<file path="config.mk">
export PLATFORM = sky130hd
export DESIGN_NAME = hamming_rx_decoder
export DESIGN_NICKNAME = d
export VERILOG_FILES = /design/src/rtl/hamming_rx_decoder.sv
export SDC_FILE = /design/constraint.sdc
export NUM_CORES = 1
export LEC_CHECK = 0
export CAP_MARGIN = 20
export CORE_MARGIN = 5
export CORE_UTILIZATION = 30
export DETAILED_ROUTE_END_ITERATION = 10
export GPL_TIMING_DRIVEN = 0
export PLACE_DENSITY_LB_ADDON = 0.25
export SKIP_CTS_REPAIR_TIMING = 1
export SLEW_MARGIN = 20
export SYNTH_ARGS = -nofsm -noshare
export SYNTH_HDL_FRONTEND = slang
export SYNTH_SLANG_ARGS = --single-unit
</file>
<file path="constraint.sdc">
create_clock -name clk -period 1.97 [get_ports clk]
set_clock_uncertainty 0.05 [all_clocks]
set_input_delay 0.2955 -clock clk [delete_from_list [all_inputs] [get_ports clk]]
set_output_delay 0.2955 -clock clk [all_outputs]
set_load 0.005 [all_outputs]
</file>
<file path="src/rtl/hamming_rx_decoder.sv">
// hamming_rx_decoder
//   Receive side of the strobed serial Hamming(7,4) link. Codeword bits arrive
//   c[0] first while strobe_in=1. The 3-bit syndrome is formed on the received
//   word, any single-bit error is corrected, and the data nibble is presented
//   on a valid/ready output register together with status flags.
//
// Ports
//   clk, rst       clock and synchronous active-high reset
//   strobe_in      d_in holds a valid codeword bit this cycle
//   d_in           serial codeword bit
//   d_out          corrected data word d[3:0]
//   syndrome       syndrome of the frame on d_out
//   corrected      a data bit was flipped back
//   parity_err     the single error hit a parity bit, data untouched
//   out_valid      word outputs valid, held until out_ready
//   out_ready      consumer accepts on out_valid && out_ready
//   overflow       1-cycle pulse: frame decoded while previous word unaccepted, new frame dropped
//   abort          1-cycle pulse: partial frame discarded after TIMEOUT idle cycles
//
// States
//   IDLE   | waiting for c[0] of a frame
//   SHIFT  | collecting c[1..6]; counting idle gaps for timeout
//   DECODE | one cycle: syndrome, correction, output register update

module hamming_rx_decoder #(
  parameter int TIMEOUT = 16
) (
  input  logic       clk,
  input  logic       rst,
  input  logic       strobe_in,
  input  logic       d_in,
  output logic [3:0] d_out,
  output logic [2:0] syndrome,
  output logic       corrected,
  output logic       parity_err,
  output logic       out_valid,
  input  logic       out_ready,
  output logic       overflow,
  output logic       abort
);

  localparam int GW = $clog2(TIMEOUT + 1);

  typedef enum logic [1:0] {IDLE, SHIFT, DECODE} state_t;

  state_t        state_q, state_d;
  logic [2:0]    cnt_q, cnt_d;
  logic [GW-1:0] gap_q, gap_d;
  logic [6:0]    sr_q, sr_d;

  logic [3:0]    d_out_q, d_out_d;
  logic [2:0]    syndrome_q, syndrome_d;
  logic          corrected_q, corrected_d;
  logic          parity_err_q, parity_err_d;
  logic          out_valid_q, out_valid_d;
  logic          overflow_q, overflow_d;
  logic          abort_q, abort_d;

  logic          gap_hit;
  logic [2:0]    syn;
  logic [3:0]    fix_mask;

  // Bits shift in at the MSB, so after seven strobes c[0] sits at sr_q[0].
  assign gap_hit = (state_q == SHIFT) && !strobe_in && (gap_q == GW'(TIMEOUT - 1));

  // State register
  always_ff @(posedge clk) begin
    if (rst) begin
      state_q <= IDLE;
      cnt_q   <= '0;
      gap_q   <= '0;
      sr_q    <= '0;
    end else begin
      state_q <= state_d;
      cnt_q   <= cnt_d;
      gap_q   <= gap_d;
      sr_q    <= sr_d;
    end
  end

  // Next-state logic
  always_comb begin
    state_d = state_q;
    cnt_d   = cnt_q;
    gap_d   = gap_q;
    sr_d    = sr_q;
    case (state_q)
      IDLE, DECODE: begin
        if (strobe_in) begin
          sr_d    = {d_in, sr_q[6:1]};
          cnt_d   = 3'd1;
          gap_d   = '0;
          state_d = SHIFT;
        end else begin
          state_d = IDLE;
        end
      end
      SHIFT: begin
        if (strobe_in) begin
          sr_d  = {d_in, sr_q[6:1]};
          gap_d = '0;
          if (cnt_q == 3'd6) begin
            cnt_d   = '0;
            state_d = DECODE;
          end else begin
            cnt_d = cnt_q + 3'd1;
          end
        end else if (gap_hit) begin
          cnt_d   = '0;
          gap_d   = '0;
          state_d = IDLE;
        end else begin
          gap_d = gap_q + 1'b1;
        end
      end
      default: state_d = IDLE;
    endcase
  end

  // Output logic: syndrome, correction and output register
  always_comb begin
    syn[0] = sr_q[4] ^ sr_q[0] ^ sr_q[1] ^ sr_q[3];
    syn[1] = sr_q[5] ^ sr_q[0] ^ sr_q[2] ^ sr_q[3];
    syn[2] = sr_q[6] ^ sr_q[1] ^ sr_q[2] ^ sr_q[3];

    case (syn)
      3'b011:  fix_mask = 4'b0001;
      3'b101:  fix_mask = 4'b0010;
      3'b110:  fix_mask = 4'b0100;
      3'b111:  fix_mask = 4'b1000;
      default: fix_mask = 4'b0000;
    endcase

    d_out_d      = d_out_q;
    syndrome_d   = syndrome_q;
    corrected_d  = corrected_q;
    parity_err_d = parity_err_q;
    out_valid_d  = out_valid_q;
    overflow_d   = 1'b0;
    abort_d      = gap_hit;

    if (state_q == DECODE) begin
      // Accepting the old word and loading the new one share an edge: no bubble.
      if (!out_valid_q || out_ready) begin
        d_out_d      = sr_q[3:0] ^ fix_mask;
        syndrome_d   = syn;
        corrected_d  = (fix_mask != 4'b0000);
        parity_err_d = (syn == 3'b001) || (syn == 3'b010) || (syn == 3'b100);
        out_valid_d  = 1'b1;
      end else begin
        overflow_d = 1'b1;
      end
    end else if (out_valid_q && out_ready) begin
      out_valid_d = 1'b0;
    end
  end

  always_ff @(posedge clk) begin
    if (rst) begin
      d_out_q      <= '0;
      syndrome_q   <= '0;
      corrected_q  <= 1'b0;
      parity_err_q <= 1'b0;
      out_valid_q  <= 1'b0;
      overflow_q   <= 1'b0;
      abort_q      <= 1'b0;
    end else begin
      d_out_q      <= d_out_d;
      syndrome_q   <= syndrome_d;
      corrected_q  <= corrected_d;
      parity_err_q <= parity_err_d;
      out_valid_q  <= out_valid_d;
      overflow_q   <= overflow_d;
      abort_q      <= abort_d;
    end
  end

  assign d_out      = d_out_q;
  assign syndrome   = syndrome_q;
  assign corrected  = corrected_q;
  assign parity_err = parity_err_q;
  assign out_valid  = out_valid_q;
  assign overflow   = overflow_q;
  assign abort      = abort_q;

endmodule

</file>
After elaboration in Yosys (flattened, before gate mapping)
Cells that the tools add are included.
{ "classes": {"mux": 19, "n_reduce_logical": 21, "add_sub_neg": 2, "bitwise_logic": 11, "n_eq_ne": 15} }
{ "ops": {"columns": ["operator", "n"], "rows": [
  ["one-hot mux 4 bit (4 select lines)", 1],
  ["== test 3 bit (second input constant)", 5],
  ["two-way mux 5 bit", 3],
  ["two-way mux 3 bit", 4],
  ["one-hot mux 5 bit (2 select lines)", 1],
  ["AND reduction 2 bit", 5],
  ["XOR 1 bit", 9],
  ["== test 3 x 2 -> 1 bit (second input constant)", 2],
  ["two-way mux 2 bit", 3],
  ["one-hot mux 3 bit (2 select lines)", 1],
  ["adder 5 x 1 -> 5 bit (second input constant)", 1],
  ["== test 5 x 4 -> 1 bit (second input constant)", 1],
  ["two-way mux 1 bit", 5],
  ["one-hot mux 2 bit (2 select lines)", 1],
  ["nonzero test 2 bit", 2],
  ["nonzero test 4 bit", 1],
  ["OR reduction 2 bit", 2],
  ["XOR 4 bit", 1],
  ["adder 3 x 1 -> 3 bit (second input constant)", 1],
  ["== test 3 x 1 -> 1 bit (second input constant)", 1],
  ["logical AND 1 bit", 3],
  ["logical OR 1 bit", 3],
  ["inequality test 3 x 2 -> 1 bit (second input constant)", 1],
  ["inequality test 3 bit (second input constant)", 1],
  ["9 further kinds", 10]
]} }
{ "word_totals": {"regBits": 29, "elab_cells": 79, "in_bits": 5, "output_inout_bits": 12} }

Longest topological paths before layout
Gate-level depths: netlist of run 1.
{ "depth": {"word_depth": 6, "mapped_depth": 6, "depth_no_buf": 6} }

Worst setup path after synthesis of run 1
Ideal clock, no wire load.
{ "synth_path": {"kind": "register to register", "startpoint": "reg sr_q[3]", "endpoint": "reg d_out_q[2], in the netlist d_out[2]", "path_stages_with_launch": 7, "arrival_ns": 1.304, "path_buffers": 1, "setup_ns": 0.086, "slack_ns": 0.531, "t_required_ns": 1.834, "period_less_slack_ns": 1.439, "path_cell_list": "dfxtp_1 buf_4 xnor2_2 xor2_2 o21ai_1 xor2_1 a211oi_1"} }
{ "synth_between": {"elab_chain_cells": 4, "word_cells_on_any_way": 9, "cone_classes": "eq/ne (4); mux (1); bitwise (4)"} }
{ "synth_rtl": {"columns": ["item", "line_no", "source"], "rows": [
  ["start: declaration", "49", "logic [6:0] sr_q, sr_d;"],
  ["start signal: assignment", "77", "sr_q <= sr_d;"],
  ["XOR 1 bit (on tied branches)", "122, 123, 124", null],
  ["== test 3 bit / == test 3 x 2 -> 1 bit (equally long branches)", "126", "case (syn)"],
  ["one-hot mux 4 bit (4 select lines) *", "126", null],
  ["XOR 4 bit *", "145", "d_out_d = sr_q[3:0] ^ fix_mask;"],
  ["end signal: assignment", "168", "d_out_q <= d_out_d;"],
  ["end: declaration", "51", "logic [3:0] d_out_q, d_out_d;"]
]} }
Mark *: on every way between the ends. The rest lies on a longest branch, timed or not.
A chain may end at the register's enable or synchronous reset.

Worst setup path after layout of run 1
{ "layout_path": {"startpoint": "in out_ready", "endpoint": "reg d_out_q[3], in the netlist d_out[3]"} }
{ "layout_between": {"elab_chain_cells": 2} }
{ "layout_rtl": {"columns": ["item", "line_no", "source"], "rows": [
  ["start: declaration", "37", "input logic out_ready,"],
  ["logical OR 1 bit", "144", "if (!out_valid_q || out_ready) begin"],
  ["AND reduction 2 bit (no line)", null, null]
]} }
Every way passes these cells.

==> impl_metrics.tcl, run 1 <==
set metrics [dict create \
    antenna_cells_inserted 0 \
    gp_congestion 0.7869 \
    synth.most_common_cell "sky130_fd_sc_hd__dfxtp_1" \
    worstHoldStart "gap_q[4]$_SDFFE_PP0P_" \
    final-hold-violation-count 0 \
    vias_per_cell 4.732 \
    drtPass1Iterations 4 \
    layoutNonFillerInstCount 269 \
    synth_top_flop_cell "sky130_fd_sc_hd__dfxtp_1" \
    crit_slowest_cell "sky130_fd_sc_hd__clkdlybuf4s50_1" \
    synth.top_cells.by_area "sky130_fd_sc_hd__dfxtp_1 37%, sky130_fd_sc_hd__xnor2_1 5.0%, sky130_fd_sc_hd__a21oi_1 4.8%" \
    crit_buf_inv 2 \
    crit_path_max_incr_delay_ns 0.45 \
    max-clock-path-buffers 2 \
    synth_top_cell_area_share 0.3715 \
    grt_first_pass_wirelength_mm 5.188 \
    final-seq-area_um2 580.6 \
    area_growth_syn_to_layout_pct 20.74 \
    number_of_buffers_created_by_cts 5 \
    synth_enable_flop_cells 0 \
    vias_in_the_first_global_route 1178 \
    worstSetupStartpointType "input pin" \
    drtAntennaViolNets 0 \
    yosysWarnings 0 \
    wirelength_mm 3.042 \
    maxCapViolCount 0 \
    rr_worst_depth 5 \
    worst_reg_to_reg_setup_slack_ns 0.33 \
    drc 0 \
    finalCriticalPeriod_ns 1.709 \
    slew_headroom 0.6659 \
    io_buffers 15 \
    clock_root_buffer "sky130_fd_sc_hd__clkbuf_8" \
    nets 205 \
    synth.top_cells.by_count "29 x sky130_fd_sc_hd__dfxtp_1, 18 x sky130_fd_sc_hd__nand2_1, 15 x sky130_fd_sc_hd__a21oi_1" \
    grt_antenna_before_repair 0 \
    irDropWorstVdd_uv 214.5 \
    wl_met1_mm 1.461 \
    synth_nets 183 \
    drt-wirelength-per-cell_um 11.31 \
    worstHoldEndpoint "gap_q[4]$_SDFFE_PP0P_" \
    synth_area_per_cell_um2 8.829 \
    combinationalPowerShare 0.075 \
    synth-async-reset-ratio 0 \
    synth.cell_area_um2 1563 \
    cp-end-kind "register" \
    power.density_nw_per_um2 626.2 \
    min-delay-path-class "register to register" \
    criticalPathCategory "input pin to register" \
    power.share.switching 0.2328 \
    clkTransAtPathRegs_ns 0.06 \
    power.sequential.fraction 0.510 \
    reg2reg_to "cnt_q[2]$_SDFFE_PP0P_" \
    grt_start_max_net_pins 11 \
    die_width_um 82.18 \
    p_leak_uw 0.0006371 \
    worst_r2r_startpoint "state_q[0]$_SDFFE_PP0P_" \
    dpl_worst_slack_ns -0.07440 \
    worst_slack_ns 0.2607 \
    crit_path_max_fanout 10 \
    detailedPlacementHpwl_mm 2.250 \
    post_synth_inst_count 177 \
    initial_cell_density_of_the_core 0.3079 \
    n_fill_cell 553 \
    vias 1273 \
    internal_portion_of_total_power_uw 906.5 \
    number_of_instances_on_the_worst_hold_path 2 \
    chipHeight_um 82.18 \
    dp_cells 262 \
    cp.depth 6 \
    synth.largest_area_cell "sky130_fd_sc_hd__dfxtp_1" \
    top_signal_layer_used "met4" \
    core.rowCount 26 \
    ys_types 42 \
    drv_slew 0 \
    power_switching_uw 275.0 \
    rsz0062_at_grt "no" \
    synth_seq_area_share 0.3715 \
    status "finished, final reports clean" \
    cts-htree-levels 2 \
    final_util 0.3718 \
    design.die.area_um2 6753 \
    first_iter_violations 60 \
    core_um2 5075 \
    post_route_cells_drive_above_1_share 0.1156 \
    wl_met2_mm 1.381 \
    worst_ep_arrival_time_ns 1.85 \
    numClockSinks 29 \
    clkPwrFrac 0.414 \
    routed-wl-met3_um 123 \
    grt-ovfl-total 0 \
    tightest_slew_ns 0.5011 \
    synth-seq-cells 29 \
    cp_data_required_time_ns 2.11 \
    critical_path.cell_chain "clkdlybuf4s50_1 -> nand2b_1 -> nor2b_1 -> buf_2 -> nor2_1 -> a211oi_1" \
    clk_latency_ns 0.28 \
    achievable-frequency_mhz 585.0 \
    total_area_of_multi_input_combinational_cells_um2 895.9 \
    worst_path_dominant_cell_family "buffers and inverters" \
    grtUsageTotal 0.1009 \
    final_setup_vio_count 0 \
    final_min_period_over_clock_period 0.8676 \
    cts_tree "done" \
    ioPinCount 17 \
]
==> how the worst max path moves through the flow <==
| stage | startpoint | endpoint |
|---|---|---|
| detailed placement | out_ready | d_out[3]$_SDFFE_PP0P_ |
| global route | out_ready | d_out[3]$_SDFFE_PP0P_ |
| finish | out_ready | d_out[3]$_SDFFE_PP0P_ |
| global placement | out_ready | d_out[3]$_SDFFE_PP0P_ |
| CTS | out_ready | d_out[3]$_SDFFE_PP0P_ |
| floorplan | sr_q[3]$_SDFFE_PP0P_ | d_out[2]$_SDFFE_PP0P_ |
==> metrics by stage <==
stage | setup TNS (ns) | hold WS, ns | area (um2) | power (uW)
2_1_floorplan | 0 | 0.3815 | 1563 | 680.8
3_3_place_gp | -0.1695 | 0.4104 | 1800 | 705.0
3_5_place_dp | -0.1964 | 0.4088 | 1800 | 704.5
4_1_cts | 0 | 0.4195 | 1887 | 1201
5_1_grt | 0 | 0.4669 | 1887 | 1232
6_report | 0 | 0.4166 | 1887 | 1182
==> cell usage in the layout (no fill, tap or decap), drive strengths merged, types with 8 or more instances in the layout <==
cell / n
dfxtp: 29
nand2: 18
a21oi: 16
clkdlybuf4s50: 15
clkbuf: 14
nor2: 13
xor2: 13
nor3: 11
xnor2: 11
a211oi: 9
buf: 8
==> per-layer routing <==
layer,track usage,up-vias
met2,0.1640,23
li1,-,655
met1,0.1174,590
met4,0.05482,0
met3,0.03254,5
met5,0,-
==> layout make-up <==
cell class | instances | area share
inverter | 1 | 0.001989
sequential | 29 | 0.3077
timing repair buffer | 15 | 0.07958
clock buffer | 7 | 0.04576
tap | 70 | 0.04642
buffer | 15 | 0.04377
multi-input combinational | 132 | 0.4748
==> registers in the layout, indices dropped and copies added (netlist names) <==
signal / count
abort: 1
cnt_q: 3
corrected: 1
d_out: 4
gap_q: 5
out_valid: 1
overflow: 1
parity_err: 1
sr_q: 7
state_q: 2
syndrome: 3
==> kinds of logic after synthesis <==
| kind of cell | share of synthesized area |
|---|---|
| fa+ha+maj | 0.008005 |
| xor+xnor | 0.1826 |
| compound gates | 0.1689 |
| flops | 0.3715 |
| simple gates | 0.2138 |
| buf+inv | 0.05524 |
==> power groups by stage <==
| stage | Sequential [uW] | Combinational (uW) | Clock (uW) |
|---|---|---|---|
| finish | 603 | 88.7 | 490 |
| global route | 604 | 99.1 | 529 |
| CTS | 603 | 89.0 | 510 |
| detailed placement | 616 | 88.7 | 0 |
| global placement | 616 | 89.1 | 0 |
| floorplan | 614 | 66.8 | 0 |
==> worst min-delay path, stage by stage (launching register included) <==
cell and delay, ns:
sky130_fd_sc_hd__dfxtp_1 0.32, sky130_fd_sc_hd__nand2b_1 0.07, sky130_fd_sc_hd__a21oi_1 0.04
(Power assumes the default switching activity.)
==> run 2, diff against run 1 <==
--- a/config.mk
+++ b/config.mk
@@ -5,7 +5,6 @@
 export SDC_FILE = /design/constraint.sdc
 export NUM_CORES = 1
 export LEC_CHECK = 0
-export CAP_MARGIN = 20
 export CORE_MARGIN = 5
 export CORE_UTILIZATION = 30
 export DETAILED_ROUTE_END_ITERATION = 10
==> results of run 2 <==
No change in the layout: final DEF, timing and power equal those of run 1.
==> run 3, diff against run 2 <==
--- a/config.mk
+++ b/config.mk
@@ -7,6 +7,7 @@
 export LEC_CHECK = 0
 export CORE_MARGIN = 5
 export CORE_UTILIZATION = 30
+export CTS_CLUSTER_DIAMETER = 200
 export DETAILED_ROUTE_END_ITERATION = 10
 export GPL_TIMING_DRIVEN = 0
 export PLACE_DENSITY_LB_ADDON = 0.25
==> results of run 3 <==
No change in the layout: final DEF, timing and power equal those of run 1.
